## config.mk

```make
export PLATFORM = sky130hd
export DESIGN_NAME = retire_tracer
export DESIGN_NICKNAME = d
export VERILOG_FILES = /design/src/rtl/retire_tracer_pkg.sv /design/src/rtl/trace_fifo.sv /design/src/rtl/retire_tracer.sv
export SDC_FILE = /design/constraint.sdc
export NUM_CORES = 2
export LEC_CHECK = 0
export BUFFER_PORTS_ARGS = -buffer_cell sky130_fd_sc_hd__buf_2
export CORE_UTILIZATION = 65
export DETAILED_ROUTE_END_ITERATION = 16
export PLACE_DENSITY = 0.85
export REMOVE_ABC_BUFFERS = 1
export SYNTH_ARGS = -nofsm -noshare
export SYNTH_HDL_FRONTEND = slang
export SYNTH_HIERARCHICAL = 1
export SYNTH_SLANG_ARGS = --single-unit
export TNS_END_PERCENT = 5
```

## constraint.sdc

```tcl
create_clock -name i_clk -period 25.4 [get_ports i_clk]
set_clock_uncertainty 0.05 [all_clocks]
set_input_delay 1.27 -clock i_clk [delete_from_list [all_inputs] [get_ports i_clk]]
set_output_delay 1.27 -clock i_clk [all_outputs]
set_load 0.005 [all_outputs]
```

## src/rtl/retire_tracer_pkg.sv

```systemverilog
// Shared types for the retire tracer: the captured trace record and the
// halt-drain state machine encoding.
package retire_tracer_pkg;

   typedef struct packed {
      logic [31:0] pc;
      logic [31:0] next_pc;
      logic [31:0] inst;
      logic [31:0] rd_wdata;
      logic [4:0]  rd_waddr;
      logic        trap;
      logic        halt;
   } trace_rec_t;

   localparam int TRACE_REC_W = $bits(trace_rec_t);

   typedef enum logic [1:0] {RUN, DRAIN, DONE} tracer_state_t;

endpackage

```

## src/rtl/trace_fifo.sv

```systemverilog
// Synchronous FIFO of trace records; the head is read straight from storage
// flops, so there is no path from the write port to the head.
module trace_fifo
   import retire_tracer_pkg::*;
#(
   parameter int DEPTH = 8
) (
   input  logic                     i_clk,
   input  logic                     i_rst,
   input  logic                     i_push,
   input  trace_rec_t               i_rec,
   input  logic                     i_pop,
   output trace_rec_t               o_head,
   output logic                     o_full,
   output logic                     o_empty,
   output logic [$clog2(DEPTH):0]   o_count
);

   localparam int AW = $clog2(DEPTH);
   localparam logic [AW:0] PTR_ONE = {{AW{1'b0}}, 1'b1};

   logic [AW:0] r_wptr;
   logic [AW:0] r_rptr;
   trace_rec_t  r_mem [DEPTH];

   logic w_wr;
   logic w_rd;

   assign o_empty = (r_wptr == r_rptr);
   assign o_full  = (r_wptr[AW-1:0] == r_rptr[AW-1:0]) && (r_wptr[AW] != r_rptr[AW]);
   assign o_count = r_wptr - r_rptr;
   assign o_head  = r_mem[r_rptr[AW-1:0]];

   assign w_rd = i_pop & ~o_empty;
   // When full, a same-cycle pop frees the head slot, which is the write slot.
   assign w_wr = i_push & (~o_full | w_rd);

   always_ff @(posedge i_clk) begin
      if (i_rst) begin
         r_wptr <= '0;
         r_rptr <= '0;
         for (int i = 0; i < DEPTH; i++) r_mem[i] <= '0;
      end else begin
         if (w_wr) begin
            r_mem[r_wptr[AW-1:0]] <= i_rec;
            r_wptr                <= r_wptr + PTR_ONE;
         end
         if (w_rd) r_rptr <= r_rptr + PTR_ONE;
      end
   end

endmodule

```

## src/rtl/retire_tracer.sv

```systemverilog
// Retire-interface tracer: buffers retirements into a trace stream, keeps
// cycle/instret/drop counters and sticky flags, and drains after a halt.
module retire_tracer
   import retire_tracer_pkg::*;
#(
   parameter int DEPTH  = 8,
   parameter int DROP_W = 16
) (
   input  logic              i_clk,
   input  logic              i_rst,
   input  logic              i_retire_valid,
   input  logic [31:0]       i_retire_pc,
   input  logic [31:0]       i_retire_next_pc,
   input  logic [31:0]       i_retire_inst,
   input  logic [31:0]       i_retire_rd_wdata,
   input  logic [4:0]        i_retire_rd_waddr,
   input  logic              i_retire_trap,
   input  logic              i_retire_halt,
   output logic              o_trace_valid,
   input  logic              i_trace_ready,
   output logic [31:0]       o_trace_pc,
   output logic [31:0]       o_trace_next_pc,
   output logic [31:0]       o_trace_inst,
   output logic [31:0]       o_trace_rd_wdata,
   output logic [4:0]        o_trace_rd_waddr,
   output logic              o_trace_trap,
   output logic              o_trace_halt,
   output logic [63:0]       o_cycle,
   output logic [63:0]       o_instret,
   output logic [DROP_W-1:0] o_drop_count,
   output logic              o_overflow,
   output logic              o_trap_seen,
   output logic              o_done
);

   localparam int AW = $clog2(DEPTH);
   localparam logic [AW:0] CNT_ONE = {{AW{1'b0}}, 1'b1};

   tracer_state_t     r_state;
   tracer_state_t     w_state_nxt;
   logic [63:0]       r_cycle;
   logic [63:0]       r_instret;
   logic [DROP_W-1:0] r_drop;
   logic              r_overflow;
   logic              r_trap_seen;

   trace_rec_t  w_rec;
   trace_rec_t  w_head;
   logic        w_full;
   logic        w_empty;
   logic [AW:0] w_count;
   logic        w_attempt;
   logic        w_pop;
   logic        w_drop;

   assign w_rec = '{pc: i_retire_pc, next_pc: i_retire_next_pc, inst: i_retire_inst,
                    rd_wdata: i_retire_rd_wdata, rd_waddr: i_retire_rd_waddr,
                    trap: i_retire_trap, halt: i_retire_halt};

   assign w_attempt = i_retire_valid & (r_state == RUN);
   assign w_pop     = ~w_empty & i_trace_ready;
   assign w_drop    = w_attempt & w_full & ~w_pop;

   trace_fifo #(.DEPTH(DEPTH)) u_fifo (
      .i_clk   (i_clk),
      .i_rst   (i_rst),
      .i_push  (w_attempt),
      .i_rec   (w_rec),
      .i_pop   (w_pop),
      .o_head  (w_head),
      .o_full  (w_full),
      .o_empty (w_empty),
      .o_count (w_count)
   );

   always_ff @(posedge i_clk) begin
      if (i_rst) r_state <= RUN;
      else       r_state <= w_state_nxt;
   end

   always_comb begin
      w_state_nxt = r_state;
      case (r_state)
         RUN:   if (w_attempt && i_retire_halt) w_state_nxt = DRAIN;
         // Either already empty, or the last queued record leaves this cycle.
         DRAIN: if (w_empty || (w_pop && w_count == CNT_ONE)) w_state_nxt = DONE;
         default: w_state_nxt = r_state;
      endcase
   end

   always_ff @(posedge i_clk) begin
      if (i_rst) begin
         r_cycle     <= '0;
         r_instret   <= '0;
         r_drop      <= '0;
         r_overflow  <= 1'b0;
         r_trap_seen <= 1'b0;
      end else begin
         if (r_state != DONE) r_cycle <= r_cycle + 64'd1;
         if (w_attempt) begin
            r_instret <= r_instret + 64'd1;
            if (i_retire_trap) r_trap_seen <= 1'b1;
         end
         if (w_drop) begin
            r_overflow <= 1'b1;
            if (r_drop != '1) r_drop <= r_drop + DROP_W'(1);
         end
      end
   end

   assign o_trace_valid    = ~w_empty;
   assign o_trace_pc       = w_head.pc;
   assign o_trace_next_pc  = w_head.next_pc;
   assign o_trace_inst     = w_head.inst;
   assign o_trace_rd_wdata = w_head.rd_wdata;
   assign o_trace_rd_waddr = w_head.rd_waddr;
   assign o_trace_trap     = w_head.trap;
   assign o_trace_halt     = w_head.halt;
   assign o_cycle          = r_cycle;
   assign o_instret        = r_instret;
   assign o_drop_count     = r_drop;
   assign o_overflow       = r_overflow;
   assign o_trap_seen      = r_trap_seen;
   assign o_done           = (r_state == DONE);

endmodule
```

Word level (Yosys, flattened, before mapping)
Memory sizes are Yosys's and may differ from the RTL's. A register that Yosys moved wholly into a read port is not among the register bits.
Index checks and enable logic that the tools add are counted.
Widths: inputs -> output; s select.
{ "totals": {"register_bits": 156, "latchBits": 0, "ram_bits": 1080, "romBits": 0, "mem_count": 1} }
{ "op_classes": {"n_addsub": 6, "mul": 0, "div_mod_pow": 0, "order_cmp": 0, "n_eq_ne": 10, "shifts": 0, "n_mux": 13, "bitwise": 10, "reduce_logical": 10} }
{ "memory_table": {"columns": ["memory", "words", "word_bits", "rd", "rd_ports_with_merged_regs", "write_ports", "line_no", "rtl"], "rows": [
  ["u_fifo.r_mem", 8, 135, 1, 1, 8, "trace_fifo.sv:24", "trace_rec_t r_mem [DEPTH];"]
]} }
{ "op_table": {"columns": ["op", "n"], "rows": [
  ["$mux 135", 1],
  ["$reduce_or 135->1", 1],
  ["$add 64x1->64 const B", 2],
  ["$add 16x1->16 const B", 1],
  ["$ne 16x16->1 const B", 1],
  ["$mux 3", 3],
  ["$add 4x1->4 const B", 2],
  ["$and 1x1->1", 6],
  ["$mux 1", 6],
  ["$eq 4x1->1 const B", 1],
  ["$eq 4x4->1", 1],
  ["$mux 2", 2],
  ["$ne 2x2->1 const B", 2],
  ["$pmux 2 s2", 1],
  ["$reduce_and 2->1", 2],
  ["$sub 4x4->4", 1],
  ["$eq 3x3->1", 1],
  ["$logic_and 1x1->1", 3],
  ["$not 1->1", 3],
  ["$reduce_and 3->1", 1],
  ["$eq 2x1->1 const B", 1],
  ["$eq 2x2->1 const B", 1],
  ["$logic_not 2->1", 1],
  ["$ne 2x1->1 const B", 1],
  ["other kinds (4)", 4]
]} }

Longest topological paths before layout
{ "depth": {"depth_word": 11, "depth_mapped": 12, "mapped_depth_nobuf": 11} }

Cells and area by module
The synthesis kept the hierarchy.
{ "modules_own_cells": {"columns": ["mod", "instances", "cells_each", "area_per_inst_um2", "seq_area_each_um2"], "rows": [
  ["trace_fifo", 1, 3145, 46938.8, 32651.3],
  ["retire_tracer", 1, 839, 7011.7, 2962.8]
]} }

Worst setup path after synthesis
OpenSTA, ideal clock, no wires.
{ "synth_path": {"path_type": "in2reg", "from": "input i_retire_valid", "to": "memory u_fifo/r_mem[4][0] (netlist bit) (enable)", "arrival_time_ps": 8655, "t_required_ps": 24693, "path_slack_ps": 16039, "cell_stages": 5, "n_path_buf": 2, "path_cell_list": "nor3b_1 clkbuf_1 clkbuf_1 nand2_1 o21bai_1"} }
{ "synth_rtl": {"columns": ["item", "line_no", "rtl"], "rows": [
  ["from (decl)", "retire_tracer.sv:11", "input logic i_retire_valid,"],
  ["to (decl)", "trace_fifo.sv:24", null]
]} }

==> metrics.txt <==
DP HPWL ~74000 um; Setup WS pre-CTS 18.93 ns; Post-Synthesis Cells 3984; met1 usage 0.413; async set-reset flop share out of synthesis 0; Area after DPL roughly 57000 um2; synthesis-stage register bit count approximately 1200; Top Usage Layer GRT met2; DRC Markers 0; Final Hold Fails 0; register-to-register setup slack 18.90 ns; GRT met3 Usage 0.0713; post-synth top area cell edfxtp_1; Worst Hold Class reg -> reg; relative slew slack 0.243; first-pass GRT wire length between 200000 and 250000 um; Die Y around 290 um; Sequential Area around 36000 um2; RSZ-0062 raised after global routing false; Critical Path Fanout Max 87; DIE AREA approximately 84000 um2; CP max-delay cell buf_4; layout cells sized above 1 0.247; status finished, final reports clean; LEAKAGE roughly 21 nW; syn_area_per_cell around 14 um2; clk buf depth 3; Yosys cell types 54; All-Layer GR Usage 0.326; Cell Pwr Density between 70 and 80 nW/um2; input/output buffers between 400 and 500; Top FF cell, synth edfxtp_1; setup bufs post-CTS 0; vias in the first global route between 30000 and 40000; Hold Path Origin o_overflow$_SDFFE_PP0P_; Req. time, crit path between 20 and 30 ns; Initial Util 0.657; Core Box Area between 80000 and 90000 um2; CP Capture Type flip-flop; top cell type's share of synthesized area 0.601; Psw 1.12 mW; Critical Path Start Type flip-flop; clk slew on worst S/H paths around 0.060 ns; largest net degree at the start of global routing around 150; Layout Nets 4455; # setup viols final 0; Worst R2R Start u_fifo/r_wptr[0]$_SDFFE_PP0P_; Final Cell Area between 60000 and 70000 um2; Hold-fix buffers, CTS 0; Hold EP o_overflow$_SDFFE_PP0P_; routed len/inst 25.1 um; Post-synth EDFFs 1080; worst-path cell chain inv_1, ha_1, nand3_1, nor2_1, nor2b_1, or3_1, nand2_8, o21bai_4, buf_4, buf_4; count leader, synth nor2_1; Reg-to-Reg End u_fifo/r_mem[6][10]$_SDFFCE_PN0P_; mapped cell area ~54000 um2; area occupied by multi-input gates around 17000 um2; grt ovf 0; Worst R2R Path Depth 10; Seq/Total Area, Yosys 0.660; maximum vdd drop 0.0614 mV; cell mode on critical path buf_4; # rows approximately 110; Synth area leaders edfxtp_1 60%, mux4_2 11%, nor2_1 8.3%; setup TNS 0 ns; internal power between 3 and 4 mW; Worst-Margin Slew 1.13 ns; 1st-iter DRT viols between 3000 and 4000; initial antenna violation count 16; clock root buffer clkbuf_16; htree depth 3; vias per cell around 6.4; minimum clock period after layout ~6.5 ns; First-pass DRT Iterations 7; Post-CTS Resized 0; most instantiated cells after synthesis 1193 x nor2_1, 1080 x edfxtp_1, 321 x nand2_1; Min-Delay Path Depth 2; final wirelength between 100000 and 150000 um; WS Path Type reg -> reg; Logic pwr share 0.109; Die Width 290 um; Layout Area Growth over Synthesis 12.3%; fin worst setup slack approximately 19 ns; Clock Latency Late Sink roughly 0.7 ns; max incr delay on CP roughly 0.96 ns; Fill cells about 4900; clk sinks ~1200; CTS tree done; routing usage on met2 0.556; Max Transition Viols Final 0; GP Congestion roughly 0.84; arrival time at the worst endpoint ~6.8 ns; Non-Filler Instances about 5500; CTS Buf Count around 120; Clk pwr share 0.376; DR vias roughly 35000; Net Sw Frac 0.244; Final ANT Viol Nets 0; f_max approximately 150 MHz; Top Ports 422; sequential power share 0.516; Max Cap Viol 0; Final period util 0.256; worst setup path startpoint u_fifo/r_wptr[0]$_SDFFE_PP0P_; YS warnings 6; placed insts 5254
-- layout make-up --
class                      instances  share of cell area
sequential                      1239               0.588
multi-input combinational       2455               0.284
clock buffer                     152              0.0531
timing repair buffer             463              0.0413
tap                             1070              0.0221
clock inverter                    73             0.00979
inverter                          27             0.00167
antenna                            4            0.000165
-- power groups by stage --
| stage | Combinational, mW | Clock (mW) | Sequential (mW) |
|---|---|---|---|
| after floorplan | 0.329 | 0 | 2.43 |
| after global placement | 0.487 | 0 | 2.39 |
| after detailed placement | 0.494 | 0 | 2.40 |
| after CTS | 0.499 | 1.73 | 2.36 |
| after global routing | 0.529 | 1.80 | 2.37 |
| final | 0.499 | 1.72 | 2.36 |
-- how the worst max path moves through the flow --
stage,end,slack [ns],depth (start not counted)
detailed placement,u_fifo/r_mem[1][31]$_SDFFCE_PN0P_,18.93,7
CTS,u_fifo/r_mem[1][49]$_SDFFCE_PN0P_,18.98,10
global placement,u_fifo/r_mem[6][10]$_SDFFCE_PN0P_,19.04,7
global route,u_fifo/r_mem[1][49]$_SDFFCE_PN0P_,18.59,10
floorplan,u_fifo/r_mem[2][0]$_SDFFCE_PN0P_,8.41,3
finish,u_fifo/r_mem[6][10]$_SDFFCE_PN0P_,18.90,10
-- layout by cell type (no fill, tap or decap), drive strengths merged, types with 49 or more instances in the layout --
cell       n
a21oi     58
buf      463
clkbuf   152
clkinv    56
dfxtp    159
edfxtp  1080
mux2     140
mux4     270
nand2    324
nand3     55
nand4     60
nor2    1193
xnor2     49
-- kinds of logic after synthesis --
kind of cell    count (synthesis)  share of synthesized area
flops                        1239                      0.660
mux                           413                      0.142
buf+inv                       290                     0.0248
xor+xnor                       91                     0.0148
fa+ha+maj                       9                    0.00223
compound gates                128                     0.0138
simple gates                 1814                      0.142
-- sequential cells by signal, indices dropped and copies added (netlist names), named ones only --
signal and flops:
r_state 2, o_overflow 1, o_drop_count 16, o_trap_seen 1
u_fifo/r_rptr 4, o_instret 64, o_cycle 64, u_fifo/r_wptr 4
u_fifo/r_mem 1080
-- metal layers --
layer,part of all wire,vias up
met5,0.0010,-
met1,0.35,17500
li1,-,15200
met3,0.11,318
met2,0.51,2201
met4,0.033,24
-- worst max-delay path: cells and delay by family, from the launching register on --
family | cells | cell delay, ns
flops | 1 | 0.52
buf+inv | 3 | 1.99
fa+ha+maj | 1 | 0.34
simple gates | 5 | 2.31
compound gates | 1 | 0.87
-- metrics by stage --
step | power (mW) | hold slack, ns | utilization
after floorplan | 2.76 | 0.386 | -
after global placement | 2.88 | 0.380 | 0.691
after detailed placement | 2.90 | 0.400 | 0.691
after CTS | 4.59 | 0.414 | 0.738
after global routing | 4.70 | 0.427 | 0.738
final | 4.58 | 0.410 | 0.738
Power figures use the tool's default switching activity.
